--- src/rtl/irq_prio_ctrl.sv ---
// Registered priority interrupt controller: NUM_GRP groups of GRP_W channels, mask, req/ack handshake.
// Define IRQ_EDGE_CAPTURE_EN for sticky rising-edge capture with a saturating lost-edge counter.
module irq_prio_ctrl #(
  parameter int NUM_GRP = 3,
  parameter int GRP_W   = 9,
  parameter int CH_W    = $clog2(GRP_W),
  parameter int ID_W    = $clog2(NUM_GRP*GRP_W),
  parameter int CNT_W   = 8
) (
  input  logic                       clk,
  input  logic                       rst,
  input  logic [NUM_GRP*GRP_W-1:0]   req,
  input  logic                       mask_we,
  input  logic [NUM_GRP*GRP_W-1:0]   mask_wdata,
  output logic [NUM_GRP*GRP_W-1:0]   mask,
  output logic                       irq_valid,
  output logic [NUM_GRP-1:0]         irq_grp,
  output logic [CH_W-1:0]            irq_ch,
  output logic [ID_W-1:0]            irq_id,
  input  logic                       irq_ack,
  output logic                       any_pending,
  output logic [CNT_W-1:0]           drop_cnt
);
  localparam int N = NUM_GRP * GRP_W;

  typedef enum logic [1:0] {IDLE, ARB, GRANT} state_t;

  state_t              state_reg, state_next;
  logic [N-1:0]        req_q_reg;
  logic [N-1:0]        mask_reg;
  logic [N-1:0]        src;
  logic [N-1:0]        elig;
  logic                any_pending_reg;
  logic                irq_valid_reg, irq_valid_next;
  logic [NUM_GRP-1:0]  irq_grp_reg, irq_grp_next;
  logic [CH_W-1:0]     irq_ch_reg, irq_ch_next;
  logic [ID_W-1:0]     irq_id_reg, irq_id_next;
  logic                ack_fire;

  logic [NUM_GRP-1:0]      grp_hit;
  logic [NUM_GRP*CH_W-1:0] grp_ch_flat;
  logic [NUM_GRP-1:0]      win_grp;
  logic [CH_W-1:0]         win_ch;
  logic [ID_W-1:0]         win_id;

  assign elig     = src & ~mask_reg;
  assign ack_fire = (state_reg == GRANT) && irq_ack;

  // Per-group lowest-index channel search, then lowest group wins below.
  for (genvar gi = 0; gi < NUM_GRP; gi++) begin : g_grp
    logic [CH_W-1:0] ch_sel;
    assign grp_hit[gi] = |elig[gi*GRP_W +: GRP_W];
    always_comb begin
      ch_sel = '0;
      for (int c = GRP_W - 1; c >= 0; c--) begin
        if (elig[gi*GRP_W + c]) ch_sel = CH_W'(c);
      end
    end
    assign grp_ch_flat[gi*CH_W +: CH_W] = ch_sel;
  end

  always_comb begin
    win_grp = '0;
    win_ch  = '0;
    win_id  = '0;
    for (int g = NUM_GRP - 1; g >= 0; g--) begin
      if (grp_hit[g]) begin
        win_grp    = '0;
        win_grp[g] = 1'b1;
        win_ch     = grp_ch_flat[g*CH_W +: CH_W];
        win_id     = ID_W'(g * GRP_W) + ID_W'(grp_ch_flat[g*CH_W +: CH_W]);
      end
    end
  end

`ifdef IRQ_EDGE_CAPTURE_EN
  logic [N-1:0]     pend_reg, pend_next, rise, clr;
  logic             drop_evt;
  logic [CNT_W-1:0] drop_cnt_reg;

  assign rise = req & ~req_q_reg;

  always_comb begin
    clr = '0;
    for (int i = 0; i < N; i++) begin
      clr[i] = ack_fire && (irq_id_reg == ID_W'(i));
    end
  end

  // A bit being cleared by ack while a new edge arrives keeps the new edge, so it is not a drop.
  assign pend_next = (pend_reg & ~clr) | rise;
  assign drop_evt  = |(rise & pend_reg & ~clr);
  assign src       = pend_reg;

  always_ff @(posedge clk) begin
    if (rst) begin
      pend_reg     <= '0;
      drop_cnt_reg <= '0;
    end else begin
      pend_reg <= pend_next;
      if (drop_evt && (drop_cnt_reg != {CNT_W{1'b1}})) begin
        drop_cnt_reg <= drop_cnt_reg + 1'b1;
      end
    end
  end

  assign drop_cnt = drop_cnt_reg;
`else
  assign src      = req_q_reg;
  assign drop_cnt = '0;
`endif

  always_comb begin
    state_next     = state_reg;
    irq_valid_next = irq_valid_reg;
    irq_grp_next   = irq_grp_reg;
    irq_ch_next    = irq_ch_reg;
    irq_id_next    = irq_id_reg;
    case (state_reg)
      IDLE: begin
        if (|elig) state_next = ARB;
      end
      ARB: begin
        if (|elig) begin
          irq_valid_next = 1'b1;
          irq_grp_next   = win_grp;
          irq_ch_next    = win_ch;
          irq_id_next    = win_id;
          state_next     = GRANT;
        end else begin
          state_next = IDLE;
        end
      end
      GRANT: begin
        if (irq_ack) begin
          irq_valid_next = 1'b0;
          irq_grp_next   = '0;
          irq_ch_next    = '0;
          irq_id_next    = '0;
          state_next     = IDLE;
        end
      end
      default: state_next = IDLE;
    endcase
  end

  always_ff @(posedge clk) begin
    if (rst) begin
      state_reg       <= IDLE;
      req_q_reg       <= '0;
      mask_reg        <= {N{1'b1}};
      any_pending_reg <= 1'b0;
      irq_valid_reg   <= 1'b0;
      irq_grp_reg     <= '0;
      irq_ch_reg      <= '0;
      irq_id_reg      <= '0;
    end else begin
      state_reg       <= state_next;
      req_q_reg       <= req;
      any_pending_reg <= |elig;
      irq_valid_reg   <= irq_valid_next;
      irq_grp_reg     <= irq_grp_next;
      irq_ch_reg      <= irq_ch_next;
      irq_id_reg      <= irq_id_next;
      if (mask_we) mask_reg <= mask_wdata;
    end
  end

  assign mask        = mask_reg;
  assign irq_valid   = irq_valid_reg;
  assign irq_grp     = irq_grp_reg;
  assign irq_ch      = irq_ch_reg;
  assign irq_id      = irq_id_reg;
  assign any_pending = any_pending_reg;

endmodule

--- config.mk ---
export PLATFORM = sky130hd
export DESIGN_NAME = irq_prio_ctrl
export DESIGN_NICKNAME = d
export VERILOG_FILES = /design/src/rtl/irq_prio_ctrl.sv
export SDC_FILE = /design/constraint.sdc
export NUM_CORES = 1
export LEC_CHECK = 0
export ABC_AREA = 0
export BUFFER_PORTS_ARGS = -buffer_cell sky130_fd_sc_hd__buf_2
export CELL_PAD_IN_SITES_DETAIL_PLACEMENT = 1
export CELL_PAD_IN_SITES_GLOBAL_PLACEMENT = 1
export CORE_MARGIN = 2
export CORE_UTILIZATION = 40
export DETAILED_ROUTE_END_ITERATION = 10
export PLACE_DENSITY_LB_ADDON = 0.15
export SLEW_MARGIN = 40
export SYNTH_ARGS = -nofsm -noshare
export SYNTH_HDL_FRONTEND = slang
export SYNTH_SLANG_ARGS = --single-unit
--- constraint.sdc ---
create_clock -name clk -period 4.86 [get_ports clk]
set_clock_uncertainty 0.15 [all_clocks]
set_input_delay 0.243 -clock clk [delete_from_list [all_inputs] [get_ports clk]]
set_output_delay 0.243 -clock clk [all_outputs]
set_load 0.02 [all_outputs]
After elaboration in Yosys (flattened, before gate mapping):

Index checks and enable logic that the tools add are counted.

* magnitude comparators: 0
* shifts and indexed selects: 0
* $add $sub $neg: 2
* reductions and logical operators: 8
* bitwise gates (word level): 2
* multiply operators: 0
* equality and inequality tests: 5
* multiplexer cells: 52
* divide/modulo/power cells: 0

Operators with widths (count)
* 4-bit two-way mux: 32
* 27-bit AND: 1
* 27-bit inverter: 1
* 27-bit OR reduction: 1
* 9-bit OR reduction: 3
* 5-bit two-way mux: 5
* 3-bit two-way mux: 5
* 5-bit case mux with 2 select lines: 1
* 4-bit case mux with 2 select lines: 1
* 2-bit two-way mux: 3
* 2-bit inequality test (second input constant): 3
* 2-bit case mux with 3 select lines: 1
* 3-bit case mux with 2 select lines: 1
* 4-bit by 4-bit adder with 5-bit output (first input constant): 1
* 5-bit by 4-bit adder with 5-bit output (first input constant): 1
* 3-bit AND reduction: 1
* 2-bit by 1-bit equality test with 1-bit output (second input constant): 1
* 2-bit equality test (second input constant): 1
* 2-bit logical NOT: 1
* 1-bit two-way mux: 2
* 1-bit case mux with 2 select lines: 1
* 2-bit AND reduction: 1
* 2-bit nonzero test: 1

* bits in latches: 0
* word-level logic and storage cells: 77
* bits in writable memories: 0
* output and inout port bits: 49
* bits in registers: 70
* memories kept: 0
* memory bits (read-only): 0

Depth between registers and ports, before layout:

Gate-level depths: netlist (run 1).

* word-level depth: 17
* gate-level depth with buffers: 8

Worst setup path after synthesis (run 1):

OpenSTA, ideal clock, no wires.

* path type: reg2reg
* start: register mask_reg[13], in the netlist mask[13]
* end: register irq_id_reg[1], in the netlist irq_id[1]
* slack: 2.706 ns
* period minus slack after synthesis: 2.154 ns
* stages on the path, launching flop included: 7
* data arrival time: 1.872 ns
* cell sequence: dfxtp_1 > nor2b_1 > or4_1 > nor3b_2 > a211oi_2 > o22ai_1 > a21oi_1

* word-level cells in the longest chain between the ends: 12
* elaborated cells on any way between the ends: 16

RTL lines
* start: declaration: RTL line 30 `logic [N-1:0] mask_reg;`
* start signal: assignment: RTL line 151 `mask_reg <= {N{1'b1}};`
* start signal: assignment: RTL line 165 `if (mask_we) mask_reg <= mask_wdata;`
* 27-bit inverter *: RTL line 46 `assign elig = src & ~mask_reg;`
* 27-bit AND *: RTL line 46
* 4-bit two-way mux (5 in a row): RTL line 56 `if (elig[gi*GRP_W + c]) ch_sel = CH_W'(c);`
* 4-bit by 4-bit adder with 5-bit output: RTL line 71 `win_id = ID_W'(g * GRP_W) + ID_W'(grp_ch_flat[g*CH_W +: CH_W]);`
* 5-bit two-way mux (2 in a row): RTL line 67 `if (grp_hit[g]) begin`
* 5-bit two-way mux: RTL line 124 `if (|elig) begin`
* 5-bit case mux with 2 select lines: RTL line 119 `case (state_reg)`
* end signal: assignment: RTL line 164 `irq_id_reg <= irq_id_next;`
* end: declaration: RTL line 37 `logic [ID_W-1:0] irq_id_reg, irq_id_next;`

Mark *: on every way between the ends. The rest lies on a longest branch, timed or not. The select of a mux whose other input is x is not followed.
A chain may end at the register's enable or synchronous reset.

Final worst setup path (run 1):

Same ends and word-level chain as after synthesis.

==> impl_metrics.xml, run 1 <==
<?xml version="1.0" encoding="UTF-8"?>
<metrics>
  <group name="timing">
    <metric name="worst_slew_margin_rel" unit="%">45.5</metric>
    <metric name="timing.final.setup_violations" unit="">0</metric>
    <metric name="min_period" unit="ns">2.50</metric>
    <metric name="clock.fmax" unit="MHz">401</metric>
    <metric name="worst_pin_slew" unit="ns">0.811</metric>
    <metric name="fin_worst_hold_slack" unit="ns">0.0290</metric>
    <metric name="grt_setup_unrepaired" unit="">no</metric>
    <metric name="setup-tns-final" unit="ns">0</metric>
    <metric name="timing.final.hold_violations" unit="">0</metric>
    <metric name="timing.final.crit_share" unit="%">51.4</metric>
    <metric name="slew_violations" unit="">0</metric>
  </group>
  <group name="clocking">
    <metric name="worstSkewPairLatency" unit="ns">0.34</metric>
    <metric name="cts_tree" unit="">yes</metric>
    <metric name="tritoncts.num_buffers" unit="">9</metric>
    <metric name="path_clk_slew" unit="ns">0.08</metric>
    <metric name="htreeDepth" unit="">3</metric>
    <metric name="clock_net_sink_count" unit="">70</metric>
    <metric name="clock_tree.root_cell" unit="">sky130_fd_sc_hd__clkbuf_8</metric>
    <metric name="post-cts-setup-buffer-count" unit="">0</metric>
    <metric name="cts_max_path_buffers" unit="">2</metric>
  </group>
  <group name="synth">
    <metric name="ys_seq_area_share" unit="%">45.3</metric>
    <metric name="synth_cells" unit="">316</metric>
    <metric name="synth_edf_count" unit="">0</metric>
    <metric name="synth.ff_latch_count" unit="">70</metric>
    <metric name="yosysWarnings" unit="">0</metric>
    <metric name="synth-main-ff-cell" unit="">sky130_fd_sc_hd__dfxtp_1</metric>
    <metric name="synth_largest_area_cell" unit="">sky130_fd_sc_hd__dfxtp_1</metric>
    <metric name="synth_top_cells_by_area" unit="">sky130_fd_sc_hd__dfxtp_1 45%, sky130_fd_sc_hd__nor2b_1 16%, sky130_fd_sc_hd__a211o_1 7.9%, sky130_fd_sc_hd__nor4_4 2.1%, sky130_fd_sc_hd__a21oi_1 1.9%</metric>
    <metric name="syn-cell-area" unit="mm2">0.00309</metric>
    <metric name="synth_cell_type_count" unit="">54</metric>
    <metric name="proportion_of_synthesized_flip_flops_having_asynchronous_set_or_reset" unit="%">0</metric>
    <metric name="synth_largest_type_area_fraction" unit="%">45.3</metric>
    <metric name="syn_avg_cell_area" unit="um2">9.79</metric>
  </group>
  <group name="final_layout">
    <metric name="flow.area_growth_from_synthesis" unit="%">42.9</metric>
    <metric name="antennaDiodeCount" unit="">0</metric>
    <metric name="drive_above_1_share" unit="%">28.1</metric>
    <metric name="finalInstanceArea" unit="mm2">0.00442</metric>
    <metric name="final_nets" unit="">524</metric>
  </group>
  <group name="route">
    <metric name="vias_per_cell" unit="">4.98</metric>
    <metric name="detailedRoute.firstIterationViolations" unit="">46</metric>
    <metric name="drt_drc_violations_left" unit="">0</metric>
    <metric name="drt-wirelength-per-cell" unit="um">15.7</metric>
    <metric name="drtPass1Iterations" unit="">4</metric>
    <metric name="wirelength" unit="um">8980</metric>
    <metric name="post_route_antenna_net_violation_count" unit="">0</metric>
    <metric name="routed-via-count" unit="">2844</metric>
  </group>
  <group name="worst_setup_path">
    <metric name="worst_setup_end_kind" unit="">flip-flop</metric>
    <metric name="critical_path_class" unit="">flip-flop to flip-flop</metric>
    <metric name="worst_setup_path_start_kind" unit="">flip-flop</metric>
    <metric name="worst_ep_arrival_time" unit="ns">2.57</metric>
    <metric name="data_required_time_at_the_worst_endpoint" unit="ns">4.93</metric>
    <metric name="worstPathMaxFanout" unit="">7</metric>
  </group>
  <group name="floorplan">
    <metric name="ios" unit="">107</metric>
    <metric name="core" unit="mm2">0.00761</metric>
    <metric name="floorplan.initialDensity" unit="%">40.7</metric>
    <metric name="std_cell_rows" unit="">32</metric>
    <metric name="fp.dieArea" unit="mm2">0.00845</metric>
    <metric name="fp.dieH" unit="um">92.0</metric>
    <metric name="die_width" unit="um">92.0</metric>
  </group>
  <group name="global_route">
    <metric name="first_global_vias" unit="">2996</metric>
    <metric name="globalRouteOverflowTotal" unit="">0</metric>
    <metric name="grt_antenna_before_repair" unit="">0</metric>
    <metric name="grt_pass1_wl" unit="um">14700</metric>
    <metric name="grt_start_max_net_pins" unit="">55</metric>
    <metric name="track_usage" unit="%">22.1</metric>
  </group>
  <group name="power_and_ir_drop">
    <metric name="powerDensity" unit="mW/mm2">347</metric>
    <metric name="leakage" unit="uW">0.00190</metric>
    <metric name="ir_drop" unit="mV">0.192</metric>
  </group>
  <group name="placement">
    <metric name="io_buffers" unit="">98</metric>
    <metric name="place_hpwl" unit="um">5760</metric>
    <metric name="dpl_cell_area" unit="mm2">0.00363</metric>
    <metric name="gpl.final_weighted_congestion" unit="">0.841</metric>
  </group>
  <group name="outcome">
    <metric name="outcome" unit="">finished clean</metric>
  </group>
  <group name="flow_run">
    <metric name="drv.max_cap_violation_count" unit="">0</metric>
  </group>
  <group name="min_path">
    <metric name="timing.hold.worst.class" unit="">input pin to flip-flop</metric>
  </group>
</metrics>
where the power goes:
part / internal, uW / switching, uW
registers: 616 / 25.3
logic: 143 / 173
clock network: 354 / 225
total: 1110 / 423
kinds of logic after synthesis:
| kind of cell | count (synthesis) | synth area share (%) |
|---|---|---|
| XOR/XNOR | 2 | 0.566 |
| AO/OA/AOI/OAI | 76 | 19.2 |
| AND/OR/NAND/NOR | 140 | 30.0 |
| other | 1 | 0.121 |
| flip-flops | 70 | 45.3 |
| adder cells (fa/ha/maj) | 2 | 0.809 |
| buffers and inverters | 25 | 4.00 |
layout by cell type, fill, tap and decap left out, drive strengths merged, types with 7 or more instances in the layout:
cell type and count:
dfxtp 70, a21oi 12, a211o 28, buf 99, conb 8, nand2b 11
dlygate4sd3 54, nor2 15, nor2b 78, clkbuf 10, nand2 7
critical path, cell delays in order (launching register included):
cell                       delay, ns
sky130_fd_sc_hd__dfxtp_1        0.38
sky130_fd_sc_hd__nor2b_1        0.12
sky130_fd_sc_hd__or4_1          0.59
sky130_fd_sc_hd__nor3b_2        0.47
sky130_fd_sc_hd__a211oi_2       0.23
sky130_fd_sc_hd__o22ai_1        0.32
sky130_fd_sc_hd__a21oi_1        0.10
metal layers:
layer  vias to the layer above  GRT usage, %  routed length [um]
li1                       1397             -                   -
met1                      1357          26.7                3870
met2                        75          39.1                4590
met3                        15          4.93                 349
met4                         0          6.47                 168
met5                         -             0                   0
repair_timing:
item                                   CTS  global route
endpoints found under the hold margin   54             0
hold buffers                            54             0
gates resized for setup                  0             0
area by class of cell:
| cell class | instances | area [um2] |
|---|---|---|
| Fill cell | 887 | 3190 |
| Multi-Input combinational cell | 228 | 1600 |
| Sequential cell | 70 | 1400 |
| Timing Repair Buffer | 153 | 1040 |
| Clock buffer | 10 | 138 |
| Tap cell | 102 | 128 |
| Clock inverter | 6 | 109 |
| Inverter | 2 | 7.51 |
Yosys cell counts, drive strengths merged, types with 3 or more instances:
library cell and n:
a211o 28, a21oi 12, a31oi 4, a32oi 4
and3 3, buf 11, clkbuf 12, dfxtp 70
nand2 7, nand2b 11, nand3 4, nor2 15
nor2b 78, nor3 5, nor4 5, o21ai 6
stage by stage:
step	setup slack [ns]	total power [uW]	cells	utilization, %
after floorplan	2.71	845	323	-
after global placement	2.49	926	501	47.7
after detailed placement	2.47	931	501	47.7
after CTS	2.45	1540	571	58.1
after global routing	2.27	1610	571	58.1
final	2.36	1540	571	58.1
path summary, 6_finish.rpt:
path | endpoint | slack (ns) | depth (start not counted) | from
worst max-delay path | irq_id[1]$_SDFFE_PP0P_ | 2.36 | 6 | mask[13]$_SDFFE_PP1P_
worst min-delay path | state_reg[1]$_SDFFE_PP0P_ | 0.03 | 3 | irq_ack
worst max register to register | irq_id[1]$_SDFFE_PP0P_ | 2.36 | 6 | mask[13]$_SDFFE_PP1P_
worst min register to register | irq_valid$_SDFFE_PP0P_ | 0.32 | 2 | irq_valid$_SDFFE_PP0P_
Power figures use the tool's default switching activity.
==> run 2: changes to the inputs <==
Settings changed: ABC_AREA 0 to 1, CORE_UTILIZATION 40 to 31.
Clock period 4.86 ns to 2.1 ns, I/O delays scaled along.
==> impl_metrics.xml, run 2 <==
<?xml version="1.0" encoding="UTF-8"?>
<metrics>
  <group name="timing">
    <metric name="worst_slew_margin_rel" unit="%">63.7</metric>
    <metric name="clock.fmax" unit="MHz">541</metric>
    <metric name="grt_setup_unrepaired" unit="">no</metric>
    <metric name="slew_violations" unit="">0</metric>
    <metric name="timing.final.setup_violations" unit="">0</metric>
    <metric name="timing.final.crit_share" unit="%">88.0</metric>
    <metric name="setup-tns-final" unit="ns">0</metric>
    <metric name="min_period" unit="ns">1.85</metric>
    <metric name="worst_pin_slew" unit="ns">0.544</metric>
    <metric name="timing.final.hold_violations" unit="">0</metric>
  </group>
  <group name="global_route">
    <metric name="grt_antenna_before_repair" unit="">0</metric>
    <metric name="first_global_vias" unit="">3173</metric>
    <metric name="grt_pass1_wl" unit="um">14700</metric>
    <metric name="grt_start_max_net_pins" unit="">55</metric>
    <metric name="track_usage" unit="%">16.9</metric>
    <metric name="globalRouteOverflowTotal" unit="">0</metric>
  </group>
  <group name="worst_setup_path">
    <metric name="crit_path_top_delay_cell" unit="">sky130_fd_sc_hd__dfxtp_1</metric>
    <metric name="cp.buffers_inverters" unit="">2</metric>
    <metric name="critical_path.startpoint" unit="">mask[15]$_SDFFE_PP1P_</metric>
    <metric name="reg2reg_setup_slack" unit="ns">0.25</metric>
    <metric name="worst_setup_path_start_kind" unit="">flip-flop</metric>
    <metric name="data_required_time_at_the_worst_endpoint" unit="ns">2.19</metric>
    <metric name="largest_delay_contributor_family_on_the_critical_path" unit="">simple AND/OR/NAND/NOR gates</metric>
    <metric name="critical_path.cell_chain" unit="">inv_1, nand2_1, nand2_1, nand2_1, nand2_1, nand2_1, nand2_1, nand2_1, nand2_2, inv_1, ha_1, a21oi_1, o21ai_1, nand2_1, a21oi_1</metric>
    <metric name="crit_cells" unit="">15</metric>
    <metric name="critical_path_class" unit="">flip-flop to flip-flop</metric>
    <metric name="worstPathMaxFanout" unit="">4</metric>
    <metric name="crit-reg2reg-launch" unit="">mask[15]$_SDFFE_PP1P_</metric>
    <metric name="rr_worst_depth" unit="">15</metric>
    <metric name="worst_ep_arrival_time" unit="ns">1.94</metric>
    <metric name="cp_slowest_stage_delay" unit="ns">0.31</metric>
    <metric name="worst_setup_end_kind" unit="">flip-flop</metric>
    <metric name="most_used_cell_cp" unit="">sky130_fd_sc_hd__nand2_1</metric>
  </group>
  <group name="power_and_ir_drop">
    <metric name="ir_drop" unit="mV">0.354</metric>
    <metric name="leakage" unit="uW">0.00238</metric>
    <metric name="power.total" unit="uW">3420</metric>
    <metric name="powerDensity" unit="mW/mm2">752</metric>
  </group>
  <group name="flow_run">
    <metric name="drv.max_cap_violation_count" unit="">0</metric>
  </group>
  <group name="route">
    <metric name="drt-wirelength-per-cell" unit="um">12.1</metric>
    <metric name="routed-via-count" unit="">3072</metric>
    <metric name="vias_per_cell" unit="">4.27</metric>
    <metric name="wirelength" unit="um">8710</metric>
    <metric name="post_route_antenna_net_violation_count" unit="">0</metric>
    <metric name="drtPass1Iterations" unit="">4</metric>
    <metric name="detailedRoute.firstIterationViolations" unit="">55</metric>
    <metric name="drt_drc_violations_left" unit="">0</metric>
  </group>
  <group name="synth">
    <metric name="synth_xor_area_share" unit="%">0</metric>
    <metric name="synth.ff_latch_count" unit="">70</metric>
    <metric name="syn-cell-area" unit="mm2">0.00313</metric>
    <metric name="synth_fa_ha_area_share" unit="%">0.800</metric>
    <metric name="synth.mux.area_fraction" unit="%">0</metric>
    <metric name="synth_largest_area_cell" unit="">sky130_fd_sc_hd__dfxtp_1</metric>
    <metric name="synth-main-ff-cell" unit="">sky130_fd_sc_hd__dfxtp_1</metric>
    <metric name="proportion_of_synthesized_flip_flops_having_asynchronous_set_or_reset" unit="%">0</metric>
    <metric name="yosys-top-cells-count" unit="">71 x sky130_fd_sc_hd__nand2_1, 70 x sky130_fd_sc_hd__dfxtp_1, 70 x sky130_fd_sc_hd__inv_1, 42 x sky130_fd_sc_hd__a21oi_1, 42 x sky130_fd_sc_hd__nor2_1</metric>
    <metric name="synth_largest_type_area_fraction" unit="%">44.8</metric>
    <metric name="synth_top_family_by_area" unit="">simple AND/OR/NAND/NOR gates</metric>
    <metric name="synth_top_cells_by_area" unit="">sky130_fd_sc_hd__dfxtp_1 45%, sky130_fd_sc_hd__nand2_1 8.5%, sky130_fd_sc_hd__inv_1 8.4%, sky130_fd_sc_hd__a21oi_1 6.7%, sky130_fd_sc_hd__nor2_1 5.0%</metric>
    <metric name="yosysMostFrequentCell" unit="">sky130_fd_sc_hd__nand2_1</metric>
    <metric name="syn_avg_cell_area" unit="um2">7.38</metric>
    <metric name="synth_cells" unit="">424</metric>
    <metric name="synth_cell_type_count" unit="">27</metric>
    <metric name="yosysWarnings" unit="">0</metric>
    <metric name="synth_edf_count" unit="">0</metric>
    <metric name="post_synth_and_or_nand_nor_area_fraction" unit="%">26.5</metric>
    <metric name="area_fraction_in_compound_gates_after_synthesis" unit="%">13.7</metric>
    <metric name="ys_seq_area_share" unit="%">44.8</metric>
  </group>
  <group name="floorplan">
    <metric name="std_cell_rows" unit="">36</metric>
    <metric name="die_width" unit="um">104</metric>
    <metric name="fp.dieArea" unit="mm2">0.0109</metric>
    <metric name="ios" unit="">107</metric>
    <metric name="core" unit="mm2">0.00977</metric>
    <metric name="floorplan.initialDensity" unit="%">32.0</metric>
    <metric name="fp.dieH" unit="um">104</metric>
  </group>
  <group name="clocking">
    <metric name="path_clk_slew" unit="ns">0.08</metric>
    <metric name="worstSkewPairLatency" unit="ns">0.36</metric>
    <metric name="post-cts-setup-buffer-count" unit="">0</metric>
    <metric name="cts_max_path_buffers" unit="">2</metric>
    <metric name="clock_net_sink_count" unit="">70</metric>
    <metric name="tritoncts.num_buffers" unit="">9</metric>
    <metric name="clock_tree.root_cell" unit="">sky130_fd_sc_hd__clkbuf_8</metric>
    <metric name="htreeDepth" unit="">3</metric>
    <metric name="cts_tree" unit="">yes</metric>
  </group>
  <group name="placement">
    <metric name="place_hpwl" unit="um">6000</metric>
    <metric name="gpl.final_weighted_congestion" unit="">0.772</metric>
    <metric name="io_buffers" unit="">98</metric>
    <metric name="placed_cells" unit="">642</metric>
  </group>
  <group name="min_path">
    <metric name="holdCritStartpoint" unit="">rst</metric>
    <metric name="hold_depth" unit="">2</metric>
    <metric name="timing.hold.worst.class" unit="">input pin to flip-flop</metric>
  </group>
  <group name="final_layout">
    <metric name="final_nets" unit="">641</metric>
    <metric name="finalCoreUtilization" unit="%">46.5</metric>
    <metric name="antennaDiodeCount" unit="">0</metric>
    <metric name="fill_cells" unit="">1261</metric>
    <metric name="ff_latch_area" unit="mm2">0.00140</metric>
    <metric name="multiInputGateArea" unit="mm2">0.00132</metric>
    <metric name="drive_above_1_share" unit="%">29.2</metric>
    <metric name="post_route_insts_no_fill" unit="">719</metric>
    <metric name="highest_count_cells_in_the_layout_ignoring_fill_and_taps" unit="">98 x sky130_fd_sc_hd__buf_2, 70 x sky130_fd_sc_hd__inv_1, 70 x sky130_fd_sc_hd__nand2_1, 70 x sky130_fd_sc_hd__dfxtp_1, 61 x sky130_fd_sc_hd__dlygate4sd3_1</metric>
    <metric name="flow.area_growth_from_synthesis" unit="%">45.2</metric>
    <metric name="most_common_cell_after_layout_fill_and_taps_aside" unit="">sky130_fd_sc_hd__buf_2</metric>
  </group>
  <group name="outcome">
    <metric name="outcome" unit="">finished clean</metric>
  </group>
</metrics>
[run 2: cell type report]
class	instances	share of cell area (%)
sequential	70	30.8
multi-input combinational	259	29.0
timing repair buffer	163	25.2
inverter	78	6.44
tap	133	3.66
clock buffer	9	2.73
clock inverter	7	2.15
[run 2: worst paths after layout]
check                         endpoint
min            req_q_reg[9]$_SDFF_PP0_
max reg2reg     irq_id[1]$_SDFFE_PP0P_
min reg2reg  state_reg[0]$_SDFFE_PP0P_
max             irq_id[1]$_SDFFE_PP0P_
[run 2: routing by layer]
metal / up-vias / track usage (%) / share of wire (%)
li1: 1593 / - / -
met1: 1403 / 19.6 / 42
met2: 64 / 30.2 / 52
met3: 12 / 3.38 / 4.0
met4: 0 / 6.66 / 1.7
met5: - / 0 / 0
[run 2: logic make-up (layout without fill, tap and decap cells)]
logic type	count (synthesis)	count (layout)
AOI/OAI and AO/OA	81	81
other	1	8
buffers and inverters	102	257
DFF	70	70
and+or+nand+nor	168	168
adders and majority gates	2	2
[run 2: per-stage QoR]
step	hold WS, ns	setup WS (ns)	area [um2]
6_report	0.0125	0.253	4540
5_1_grt	0.0427	0.0394	4540
4_1_cts	0.00373	0.198	4540
3_5_place_dp	0.168	0.220	3710
3_3_place_gp	0.158	0.310	3710
2_1_floorplan	0.0620	0.303	3160
[run 2: repair_timing]
action,4_1_cts,5_1_grt
gates resized for setup,0,1
hold endpoints to repair,55,0
endpoints found under the setup margin,0,1
hold buffers,61,0
[run 2: where the power goes]
part,switching (uW),internal (uW)
registers,45.8,1420
clock network,545,672
logic,434,294
==> run 3: changes to the inputs <==
Settings changed: CORE_MARGIN 2 to 1, HOLD_SLACK_MARGIN from default to 0.08, TNS_END_PERCENT from default to 5.
==> impl_metrics.xml, run 3 (same netlist as run 2, synthesis figures left out) <==
<?xml version="1.0" encoding="UTF-8"?>
<metrics>
  <group name="outcome">
    <metric name="outcome" unit="">finished clean</metric>
  </group>
  <group name="power_and_ir_drop">
    <metric name="powerDensity" unit="mW/mm2">727</metric>
    <metric name="ir_drop" unit="mV">0.308</metric>
    <metric name="leakage" unit="uW">0.00232</metric>
    <metric name="power.total" unit="uW">3220</metric>
  </group>
  <group name="worst_setup_path">
    <metric name="data_required_time_at_the_worst_endpoint" unit="ns">2.17</metric>
    <metric name="crit_cells" unit="">15</metric>
    <metric name="worst_setup_path_start_kind" unit="">flip-flop</metric>
    <metric name="rr_worst_depth" unit="">15</metric>
    <metric name="most_used_cell_cp" unit="">sky130_fd_sc_hd__nand2_1</metric>
    <metric name="worstPathMaxFanout" unit="">4</metric>
    <metric name="critical_path.cell_chain" unit="">inv_1, nand2_1, nand2_1, nand2_1, nand2_1, nand2_1, nand2_1, nand2_1, nand2_2, inv_1, ha_1, a21oi_1, o21ai_1, nand2_1, a21oi_1</metric>
    <metric name="cp.buffers_inverters" unit="">2</metric>
    <metric name="cp_slowest_stage_delay" unit="ns">0.31</metric>
    <metric name="worst_ep_arrival_time" unit="ns">1.89</metric>
    <metric name="crit_path_top_delay_cell" unit="">sky130_fd_sc_hd__dfxtp_1</metric>
    <metric name="critical_path_class" unit="">flip-flop to flip-flop</metric>
    <metric name="worst_setup_end_kind" unit="">flip-flop</metric>
    <metric name="largest_delay_contributor_family_on_the_critical_path" unit="">simple AND/OR/NAND/NOR gates</metric>
  </group>
  <group name="clocking">
    <metric name="tritoncts.num_buffers" unit="">9</metric>
    <metric name="clock_tree.root_cell" unit="">sky130_fd_sc_hd__clkbuf_8</metric>
    <metric name="cts_tree" unit="">yes</metric>
    <metric name="htreeDepth" unit="">3</metric>
    <metric name="clock_net_sink_count" unit="">70</metric>
    <metric name="worstSkewPairLatency" unit="ns">0.34</metric>
    <metric name="path_clk_slew" unit="ns">0.07</metric>
    <metric name="cts_max_path_buffers" unit="">2</metric>
  </group>
  <group name="final_layout">
    <metric name="highest_count_cells_in_the_layout_ignoring_fill_and_taps" unit="">97 x sky130_fd_sc_hd__buf_2, 70 x sky130_fd_sc_hd__inv_1, 70 x sky130_fd_sc_hd__nand2_1, 70 x sky130_fd_sc_hd__dfxtp_1, 55 x sky130_fd_sc_hd__dlygate4sd3_1</metric>
    <metric name="flow.area_growth_from_synthesis" unit="%">41.6</metric>
    <metric name="drive_above_1_share" unit="%">28.7</metric>
    <metric name="most_common_cell_after_layout_fill_and_taps_aside" unit="">sky130_fd_sc_hd__buf_2</metric>
    <metric name="finalInstanceArea" unit="mm2">0.00443</metric>
    <metric name="final_nets" unit="">633</metric>
    <metric name="antennaDiodeCount" unit="">0</metric>
    <metric name="finalCoreUtilization" unit="%">45.3</metric>
  </group>
  <group name="route">
    <metric name="vias_per_cell" unit="">4.29</metric>
    <metric name="drt_drc_violations_left" unit="">0</metric>
    <metric name="detail_route.wirelength.met1" unit="um">3530</metric>
    <metric name="drtPass1Iterations" unit="">4</metric>
    <metric name="detailedRoute.firstIterationViolations" unit="">31</metric>
    <metric name="met2WireLength" unit="um">4330</metric>
    <metric name="met3_wirelength" unit="um">328</metric>
    <metric name="wirelength" unit="um">8330</metric>
    <metric name="post_route_antenna_net_violation_count" unit="">0</metric>
    <metric name="routed-via-count" unit="">3049</metric>
    <metric name="drt-wirelength-per-cell" unit="um">11.7</metric>
    <metric name="highest_layer" unit="">met4</metric>
  </group>
  <group name="global_route">
    <metric name="track_usage" unit="%">16.7</metric>
    <metric name="grt_antenna_before_repair" unit="">0</metric>
    <metric name="globalRouteOverflowTotal" unit="">0</metric>
    <metric name="grt_start_max_net_pins" unit="">71</metric>
    <metric name="first_global_vias" unit="">3084</metric>
    <metric name="grt_pass1_wl" unit="um">13500</metric>
  </group>
  <group name="min_path">
    <metric name="hold_depth" unit="">3</metric>
    <metric name="timing.hold.worst.class" unit="">input pin to flip-flop</metric>
  </group>
  <group name="placement">
    <metric name="io_buffers" unit="">98</metric>
    <metric name="place_hpwl" unit="um">5690</metric>
    <metric name="dpl_cell_area" unit="mm2">0.00369</metric>
    <metric name="gpl.final_weighted_congestion" unit="">0.771</metric>
  </group>
  <group name="floorplan">
    <metric name="core" unit="mm2">0.00977</metric>
    <metric name="fp.dieH" unit="um">102</metric>
    <metric name="std_cell_rows" unit="">36</metric>
    <metric name="die_width" unit="um">102</metric>
    <metric name="floorplan.initialDensity" unit="%">32.0</metric>
    <metric name="ios" unit="">107</metric>
    <metric name="fp.dieArea" unit="mm2">0.0105</metric>
  </group>
  <group name="timing">
    <metric name="worst_pin_slew" unit="ns">0.563</metric>
    <metric name="timing.final.hold_violations" unit="">0</metric>
    <metric name="min_period" unit="ns">1.82</metric>
    <metric name="timing.final.crit_share" unit="%">86.8</metric>
    <metric name="worst_slew_margin_rel" unit="%">62.3</metric>
    <metric name="slew_violations" unit="">0</metric>
    <metric name="fin_worst_hold_slack" unit="ns">0.0834</metric>
    <metric name="timing.final.setup_violations" unit="">0</metric>
    <metric name="setup-tns-final" unit="ns">0</metric>
    <metric name="clock.fmax" unit="MHz">549</metric>
    <metric name="grt_setup_unrepaired" unit="">no</metric>
  </group>
  <group name="flow_run">
    <metric name="drv.max_cap_violation_count" unit="">0</metric>
  </group>
</metrics>
## run 3: cell types whose count changed in the layout (fill, tap and decap cells not counted)
cell / delta
sky130_fd_sc_hd__buf_2: -1
sky130_fd_sc_hd__buf_4: -1
sky130_fd_sc_hd__bufinv_16: -1
sky130_fd_sc_hd__clkbuf_1: +3
sky130_fd_sc_hd__clkinv_2: +1
sky130_fd_sc_hd__clkinv_4: -1
sky130_fd_sc_hd__clkinvlp_4: -1
sky130_fd_sc_hd__dlygate4sd3_1: -6
sky130_fd_sc_hd__inv_6: -1
## run 3: what timing repair did
| action | CTS | global route |
|---|---|---|
| endpoints found under the hold margin | 55 | 0 |
| hold buffers | 55 | 0 |
| resized for setup | 0 | 1 |
| endpoints found under the setup margin | 0 | 1 |
| buffers inserted | 0 | 0 |
## run 3: worst min-delay path, delay by kind of cell
family                 cells  cell delay [ns]
AND/OR/NAND/NOR            1             0.12
buffers and inverters      2             0.30
## run 3: cell type report
class                      instances  area [um2]
clock buffer                      12         135
multi-input combinational        259        1320
timing repair buffer             155        1070
clock inverter                     4        47.5
tap                              133         166
inverter                          78         293
sequential                        70        1400
fill                            1259        5340
## run 3: final timing paths
kind / startpoint / endpoint / slack (ns)
hold reg to reg: state_reg[1]$_SDFFE_PP0P_ / state_reg[0]$_SDFFE_PP0P_ / 0.28
setup / recovery: mask[15]$_SDFFE_PP1P_ / irq_id[1]$_SDFFE_PP0P_ / 0.28
setup reg to reg: mask[15]$_SDFFE_PP1P_ / irq_id[1]$_SDFFE_PP0P_ / 0.28
hold / removal: rst / req_q_reg[1]$_SDFF_PP0_ / 0.08
## run 3: where the power goes
group	internal [uW]	leakage [uW]	total, uW	switching (uW)
Clock	546	0.0000904	1040	492
Sequential	1430	0.000581	1470	47.0
Combinational	285	0.00165	712	427
## run 3: per-layer routing
metal | up-vias | global-route usage, %
li1 | 1574 | -
met1 | 1395 | 18.1
met2 | 66 | 31.1
met3 | 14 | 2.94
met4 | 0 | 7.58
met5 | - | 0
## run 3: per-stage QoR
step	worst slack [ns]	cells
5_1_grt	0.0300	711
2_1_floorplan	0.303	431
3_5_place_dp	0.247	640
3_3_place_gp	0.300	640
4_1_cts	0.232	711
6_report	0.277	711
